$ cat config.mk
export PLATFORM = sky130hd
export DESIGN_NAME = capture_ctrl
export DESIGN_NICKNAME = d
export VERILOG_FILES = /design/src/rtl/capture_ctrl.sv
export SDC_FILE = /design/constraint.sdc
export NUM_CORES = 1
export LEC_CHECK = 0
export ABC_AREA = 1
export CAP_MARGIN = 25
export CORE_MARGIN = 5
export CORE_UTILIZATION = 30
export CTS_BUF_LIST = sky130_fd_sc_hd__clkbuf_2
export DETAILED_ROUTE_END_ITERATION = 7
export PLACE_DENSITY = 0.54
export SLEW_MARGIN = 20
export SYNTH_ARGS = -nofsm -noshare
export SYNTH_HDL_FRONTEND = slang
export SYNTH_SLANG_ARGS = --single-unit
$ cat constraint.sdc
create_clock -name clk -period 2.2 [get_ports clk]
set_input_delay 0.33 -clock clk [delete_from_list [all_inputs] [get_ports clk]]
set_output_delay 0.33 -clock clk [all_outputs]
set_load 0.005 [all_outputs]
$ cat src/rtl/capture_ctrl.sv
// capture_ctrl: ADC capture sequencer and MCU register block.
// Generates the divided ADC sample clock, qualifies comparator edges, issues
// one-cycle capture-start pulses and enforces a holdoff between captures.
// Optional build macro: CAPTURE_CTRL_AUTO_TRIG_EN adds the TIMEOUT register
// and forced triggers after TIMEOUT adc_clk rising edges in WAIT_TRIG.
module capture_ctrl #(
  parameter int                    DATA_WIDTH = 16,
  parameter logic [DATA_WIDTH-1:0] BASE_ADDR  = 16'h4010,
  parameter logic [DATA_WIDTH-1:0] DIV_RST    = 16'd4
) (
  input  logic                  clk,
  input  logic                  rst_n,
  input  logic                  en,
  input  logic                  addr_en,
  input  logic                  rd_en,
  input  logic                  wr_en,
  input  logic [DATA_WIDTH-1:0] rd_data,
  output logic [DATA_WIDTH-1:0] wr_data,
  input  logic                  sync_signal_in,
  input  logic                  stable,
  input  logic                  cap_done,
  output logic                  adc_clk,
  output logic                  trig_out,
  output logic                  busy
);

  typedef enum logic [1:0] {
    IDLE      = 2'd0,
    WAIT_TRIG = 2'd1,
    CAPTURE   = 2'd2,
    HOLDOFF   = 2'd3
  } state_t;

  localparam logic [DATA_WIDTH-1:0] OFF_CTRL    = 0;
  localparam logic [DATA_WIDTH-1:0] OFF_DIV     = 1;
  localparam logic [DATA_WIDTH-1:0] OFF_HOLDOFF = 2;
  localparam logic [DATA_WIDTH-1:0] OFF_TIMEOUT = 3;
  localparam logic [DATA_WIDTH-1:0] OFF_STATUS  = 4;
  localparam logic [DATA_WIDTH-1:0] OFF_TRIGCNT = 5;
  localparam logic [DATA_WIDTH-1:0] ONE         = 1;

  state_t                state_reg, state_next;
  logic [DATA_WIDTH-1:0] addr_reg, ctrl_reg, div_reg, holdoff_reg, trig_cnt_reg;
  logic [DATA_WIDTH-1:0] div_cnt_reg, div_act_reg, hold_cnt_reg;
  logic [DATA_WIDTH-1:0] offset, rd_mux, timeout_rd;
  logic                  bus_wr, bus_rd, wr_ctrl, run_clear_wr;
  logic                  sync_prev_reg, edge_reg;
  logic                  trig_next, busy_next, clr_run, hold_load, force_trig;

  assign bus_wr       = en && rd_en;
  assign bus_rd       = en && wr_en;
  assign offset       = addr_reg - BASE_ADDR;
  assign wr_ctrl      = bus_wr && (offset == OFF_CTRL);
  assign run_clear_wr = wr_ctrl && !rd_data[0];

  // Latch the register address presented on the bus
  always_ff @(posedge clk or negedge rst_n) begin
    if (!rst_n)                addr_reg <= '0;
    else if (en && addr_en)    addr_reg <= rd_data;
  end

  // Writable configuration registers; a single-shot completion clears run
  always_ff @(posedge clk or negedge rst_n) begin
    if (!rst_n) begin
      ctrl_reg    <= '0;
      div_reg     <= DIV_RST;
      holdoff_reg <= '0;
    end else begin
      if (wr_ctrl)                               ctrl_reg    <= rd_data;
      if (bus_wr && offset == OFF_DIV)           div_reg     <= rd_data;
      if (bus_wr && offset == OFF_HOLDOFF)       holdoff_reg <= rd_data;
      if (clr_run)                               ctrl_reg[0] <= 1'b0;
    end
  end

  // Sample clock divider; a new DIV value is picked up only at a toggle
  always_ff @(posedge clk or negedge rst_n) begin
    if (!rst_n) begin
      div_cnt_reg <= '0;
      div_act_reg <= DIV_RST;
      adc_clk     <= 1'b0;
    end else if (div_cnt_reg == div_act_reg) begin
      div_cnt_reg <= '0;
      div_act_reg <= div_reg;
      adc_clk     <= ~adc_clk;
    end else begin
      div_cnt_reg <= div_cnt_reg + ONE;
    end
  end

  // Registered edge detector, polarity chosen by CTRL[1]
  always_ff @(posedge clk or negedge rst_n) begin
    if (!rst_n) begin
      sync_prev_reg <= 1'b0;
      edge_reg      <= 1'b0;
    end else begin
      sync_prev_reg <= sync_signal_in;
      edge_reg      <= ctrl_reg[1] ? (sync_prev_reg && !sync_signal_in)
                                   : (!sync_prev_reg && sync_signal_in);
    end
  end

`ifdef CAPTURE_CTRL_AUTO_TRIG_EN
  logic [DATA_WIDTH-1:0] timeout_reg, to_cnt_reg;
  logic                  adc_rise;

  assign adc_rise   = (div_cnt_reg == div_act_reg) && !adc_clk;
  assign timeout_rd = timeout_reg;
  assign force_trig = (timeout_reg != '0) && (to_cnt_reg == timeout_reg);

  // TIMEOUT register write
  always_ff @(posedge clk or negedge rst_n) begin
    if (!rst_n)                              timeout_reg <= '0;
    else if (bus_wr && offset == OFF_TIMEOUT) timeout_reg <= rd_data;
  end

  // Count adc_clk rises while waiting; restart outside WAIT_TRIG and on every edge
  always_ff @(posedge clk or negedge rst_n) begin
    if (!rst_n)                                   to_cnt_reg <= '0;
    else if (state_reg != WAIT_TRIG || edge_reg)  to_cnt_reg <= '0;
    else if (adc_rise && to_cnt_reg != '1)        to_cnt_reg <= to_cnt_reg + ONE;
  end
`else
  assign timeout_rd = '0;
  assign force_trig = 1'b0;
`endif

  // Sequencer next-state and output decode
  always_comb begin
    state_next = state_reg;
    trig_next  = 1'b0;
    busy_next  = busy;
    clr_run    = 1'b0;
    hold_load  = 1'b0;
    case (state_reg)
      IDLE: begin
        if (ctrl_reg[0]) state_next = WAIT_TRIG;
      end
      WAIT_TRIG: begin
        if ((edge_reg && stable) || force_trig) begin
          trig_next  = 1'b1;
          busy_next  = 1'b1;
          state_next = CAPTURE;
        end
      end
      CAPTURE: begin
        // Completion outranks a coincident edge or stable drop
        if (cap_done) begin
          busy_next = 1'b0;
          if (ctrl_reg[2]) begin
            clr_run    = 1'b1;
            state_next = IDLE;
          end else begin
            hold_load  = 1'b1;
            state_next = HOLDOFF;
          end
        end else if (!stable) begin
          busy_next  = 1'b0;
          state_next = WAIT_TRIG;
        end
      end
      HOLDOFF: begin
        if (hold_cnt_reg == '0) state_next = WAIT_TRIG;
      end
      default: state_next = IDLE;
    endcase
    // Stopping via the bus overrides everything, including a same-cycle trigger
    if (run_clear_wr) begin
      state_next = IDLE;
      trig_next  = 1'b0;
      busy_next  = 1'b0;
    end
  end

  // Sequencer state, registered outputs and holdoff counter
  always_ff @(posedge clk or negedge rst_n) begin
    if (!rst_n) begin
      state_reg    <= IDLE;
      trig_out     <= 1'b0;
      busy         <= 1'b0;
      hold_cnt_reg <= '0;
    end else begin
      state_reg <= state_next;
      trig_out  <= trig_next;
      busy      <= busy_next;
      if (hold_load)                                     hold_cnt_reg <= holdoff_reg;
      else if (state_reg == HOLDOFF && hold_cnt_reg != '0) hold_cnt_reg <= hold_cnt_reg - ONE;
    end
  end

  // Trigger counter: saturating, cleared by any write
  always_ff @(posedge clk or negedge rst_n) begin
    if (!rst_n)                                trig_cnt_reg <= '0;
    else if (bus_wr && offset == OFF_TRIGCNT)  trig_cnt_reg <= '0;
    else if (trig_next && trig_cnt_reg != '1)  trig_cnt_reg <= trig_cnt_reg + ONE;
  end

  // Register read multiplexer
  always_comb begin
    rd_mux = '1;
    case (offset)
      OFF_CTRL:    rd_mux = ctrl_reg;
      OFF_DIV:     rd_mux = div_reg;
      OFF_HOLDOFF: rd_mux = holdoff_reg;
      OFF_TIMEOUT: rd_mux = timeout_rd;
      OFF_STATUS:  rd_mux = {{(DATA_WIDTH-4){1'b0}}, stable, busy, state_reg};
      OFF_TRIGCNT: rd_mux = trig_cnt_reg;
      default:     rd_mux = '1;
    endcase
  end

  // Registered read data, valid the cycle after the read strobe
  always_ff @(posedge clk or negedge rst_n) begin
    if (!rst_n)      wr_data <= '1;
    else if (bus_rd) wr_data <= rd_mux;
  end

endmodule
==> results.md <==
* Status: completed
* Clock Power Share at 0.228
* Final min period at 2.01 ns
* Syn_nets at 1042
* Total number of yosys warnings at 0
* Skew final at 0.0489 ns
* Ys async rst share at 1.00
* Ys flop type: dfrtp_1
* Post-synth top area share at 0.425
* Post-route ant nets at 0
* Count of input and output buffers at 43
* Skew-Pair Late Insertion Delay at 0.75 ns
* Unrepaired setup endpoints after global routing: false
* WP data arrival at 2.67 ns
* Die W at 171 um
* DR iter-0 viols at 510
* Final Setup Violations at 0
* Most numerous cell in the Yosys netlist: nand2_1
* Final net count at 1103
* R2R setup slack at 0.19 ns
* Crit path launch type: flop
* Largest net degree at the start of global routing at 61
* GRT Overall Usage at 0.146
* # Max-Cap Violations at 0
* Crit path cell chain: nor2_1 > nand2_1 > nor2_1 > nand3_4 > nor2_4 > buf_4 > nand2_1 > and2_0 > nand3_1 > nand2_1 > nand2_1
* Routed vias/inst at 4.64
* Hold Crit Depth at 3
* Setup TNS at 0 ns
* Critical setup path kind: reg -> reg
* Syn Std Cell Area at 7820 um^2
* CTS tree: built
* Share of layout cells above drive strength 1 at 0.101
* Worst-Margin Slew at 0.815 ns
* Syn Inst Count at 1010
* Max VDD drop at 0.353 mV
* Yosys top cell by area: dfrtp_1
* Worst path required time at 2.87 ns
* Final hold viol count at 0
* Switching power at 2.80 mW
* Cell Int Power at 4.52 mW
* Clock-pin slew of the registers on the worst-case setup and hold paths at 0.27 ns
* Crit path max fanout at 13
* Util after Layout at 0.351
* Final worst-path cycle share at 0.913
* DIE AREA at 29400 um^2
* Cell Pwr Density at 806 nW/um^2
* Post-synth EDFFs at 0
* HP Class: in -> reg
* CTS Buf Count at 17
* Clock Sinks at 151
* Post-synthesis register bit count at 151
* Highest Clock Rate at 498 MHz
* Netlist cell types at 40
* Top cell by count, worst path: nand2_1
* Reg2Reg Depth at 11
* Final WL at 20600 um
* Average wire per standard cell at 14.5 um
* Antenna violations before repair at 1
* Max_slew headroom at 0.456
* Row cnt at 59
* Final Slew Violations at 0
* Slowest stage delay, CP at 0.44 ns
* Ranking of synthesized cells by area: dfrtp_1 43%, nand2_1 17%, dfstp_2 6.0%, nor2_1 4.9%, o21ai_0 4.7%
* DR pass1 iterations at 5
* IO Pins at 44
* Vias in the first global route at 6469
* DP HPWL at 15000 um
* Syn avg cell area at 7.75 um^2
* LEAKAGE at 4.23 nW
* Area Growth Syn to Fin at 15.9%
* Routability cong. at 0.858
* DRC at 0
* Critical Path End Type: flop
* Initial core utilization at 0.303
* Core area at 25800 um^2
* Slowest stage cell, crit path: dfrtp_1
* Congestion Overflow GR at 0
* First-pass GRT wire length at 33800 um
* Combinational power share at 0.296
* Clock Path Buffers at 2
* Clk root buf: clkbuf_2
* Sequential share of power at 0.476
* Die H at 171 um
* Total number of vias at 6586
* Synth cell count leaders: 360 x nand2_1, 133 x dfrtp_1, 103 x nor2_1, 80 x inv_1, 73 x o21ai_0
* Net Sw Frac at 0.383
* Sequential fraction of the synthesis area at 0.486
* CTS H-tree lvls at 4
==> timing repair <==
item / in CTS / in global routing
cloned: 0 / 1
resized for setup: 10 / 13
hold buffers: 4 / 0
setup buffers: 0 / 3
pin swaps: 0 / 3
endpoints found under the setup margin: 10 / 20
endpoints found under the hold margin: 136 / 0
==> stage by stage <==
stage	area [um^2]	setup slack (ns)	total power [mW]	cells	hold WS, ns
floorplan	7820	0.477	4.89	1010	0.0344
global placement	8720	0.196	5.61	1379	0.281
detailed placement	8720	0.213	5.65	1379	0.284
CTS	9000	0.00224	7.34	1415	0.119
global route	9070	0.00792	7.85	1420	0.120
finish	9070	0.192	7.31	1420	0.189
==> worst max-delay path, delay by kind of cell (launching register included) <==
family | cells | cell delay [ns]
simple gates | 10 | 1.24
buf+inv | 1 | 0.23
flops | 1 | 0.44
==> cell families (layout without fill, tap and decap cells) <==
family	count (synthesis)	count (layout)	synth area share
DFF	151	151	0.486
other	0	1	0
AOI/OAI and AO/OA	117	117	0.0814
buffers and inverters	119	193	0.0638
xor gates and xnor gates	42	42	0.0470
adders and majority gates	7	7	0.0112
and+or+nand+nor	574	574	0.311
==> routing by layer <==
layer	global-route usage	vias to the layer above	routed length [um]	share of wire
li1	-	3319	-	-
met3	0.0285	14	980	0.048
met2	0.228	161	9370	0.45
met1	0.207	3092	10000	0.49
met5	0	-	0	0
met4	0.0410	0	229	0.011
==> path summary, 6_finish.rpt <==
kind	startpoint	end
hold reg to reg	wr_data[8]$_DFFE_PN1P_	wr_data[8]$_DFFE_PN1P_
setup reg to reg	addr_reg[12]$_DFFE_PN0P_	wr_data[3]$_DFFE_PN1P_
hold / removal	rd_data[12]	div_reg[12]$_DFFE_PN0P_
setup / recovery	addr_reg[12]$_DFFE_PN0P_	wr_data[3]$_DFFE_PN1P_
min in group asynchronous	rst_n	div_reg[1]$_DFFE_PN0P_
max in group asynchronous	rst_n	addr_reg[5]$_DFFE_PN0P_
==> cell type report <==
cell class	instances	area (um^2)
fill	2774	16800
sequential	151	3800
multi-input combinational	740	3540
timing repair buffer	74	717
tap	335	419
inverter	86	330
clock inverter	15	168
clock buffer	17	85.1
timing repair inverter	1	7.51
antenna	1	2.50
==> power by group through the flow <==
stage	clock (mW)	sequential, mW	combinational (mW)
5_1_grt	1.85	3.54	2.45
3_3_place_gp	0	3.53	2.08
6_report	1.67	3.48	2.16
4_1_cts	1.74	3.49	2.11
2_1_floorplan	0	3.45	1.44
3_5_place_dp	0	3.53	2.12
==> cells in the final DEF, fill, tap and decap left out, drive strengths merged, types with 4 or more instances in the layout <==
master and count:
nand4 11, clkbuf 17, xor2 20, dfstp 18
dfrtp 133, inv 89, dlygate4sd2 10, clkinvlp 7
nor2 112, a21oi 19, nor3 27, dlymetal6s2s 6
nand2 364, clkinv 4, o211ai 6, ha 7
clkdlybuf4s50 26, o21ai 85, buf 28, nand3 48
xnor2 22
No activity file was read; power rests on OpenSTA's default activity.
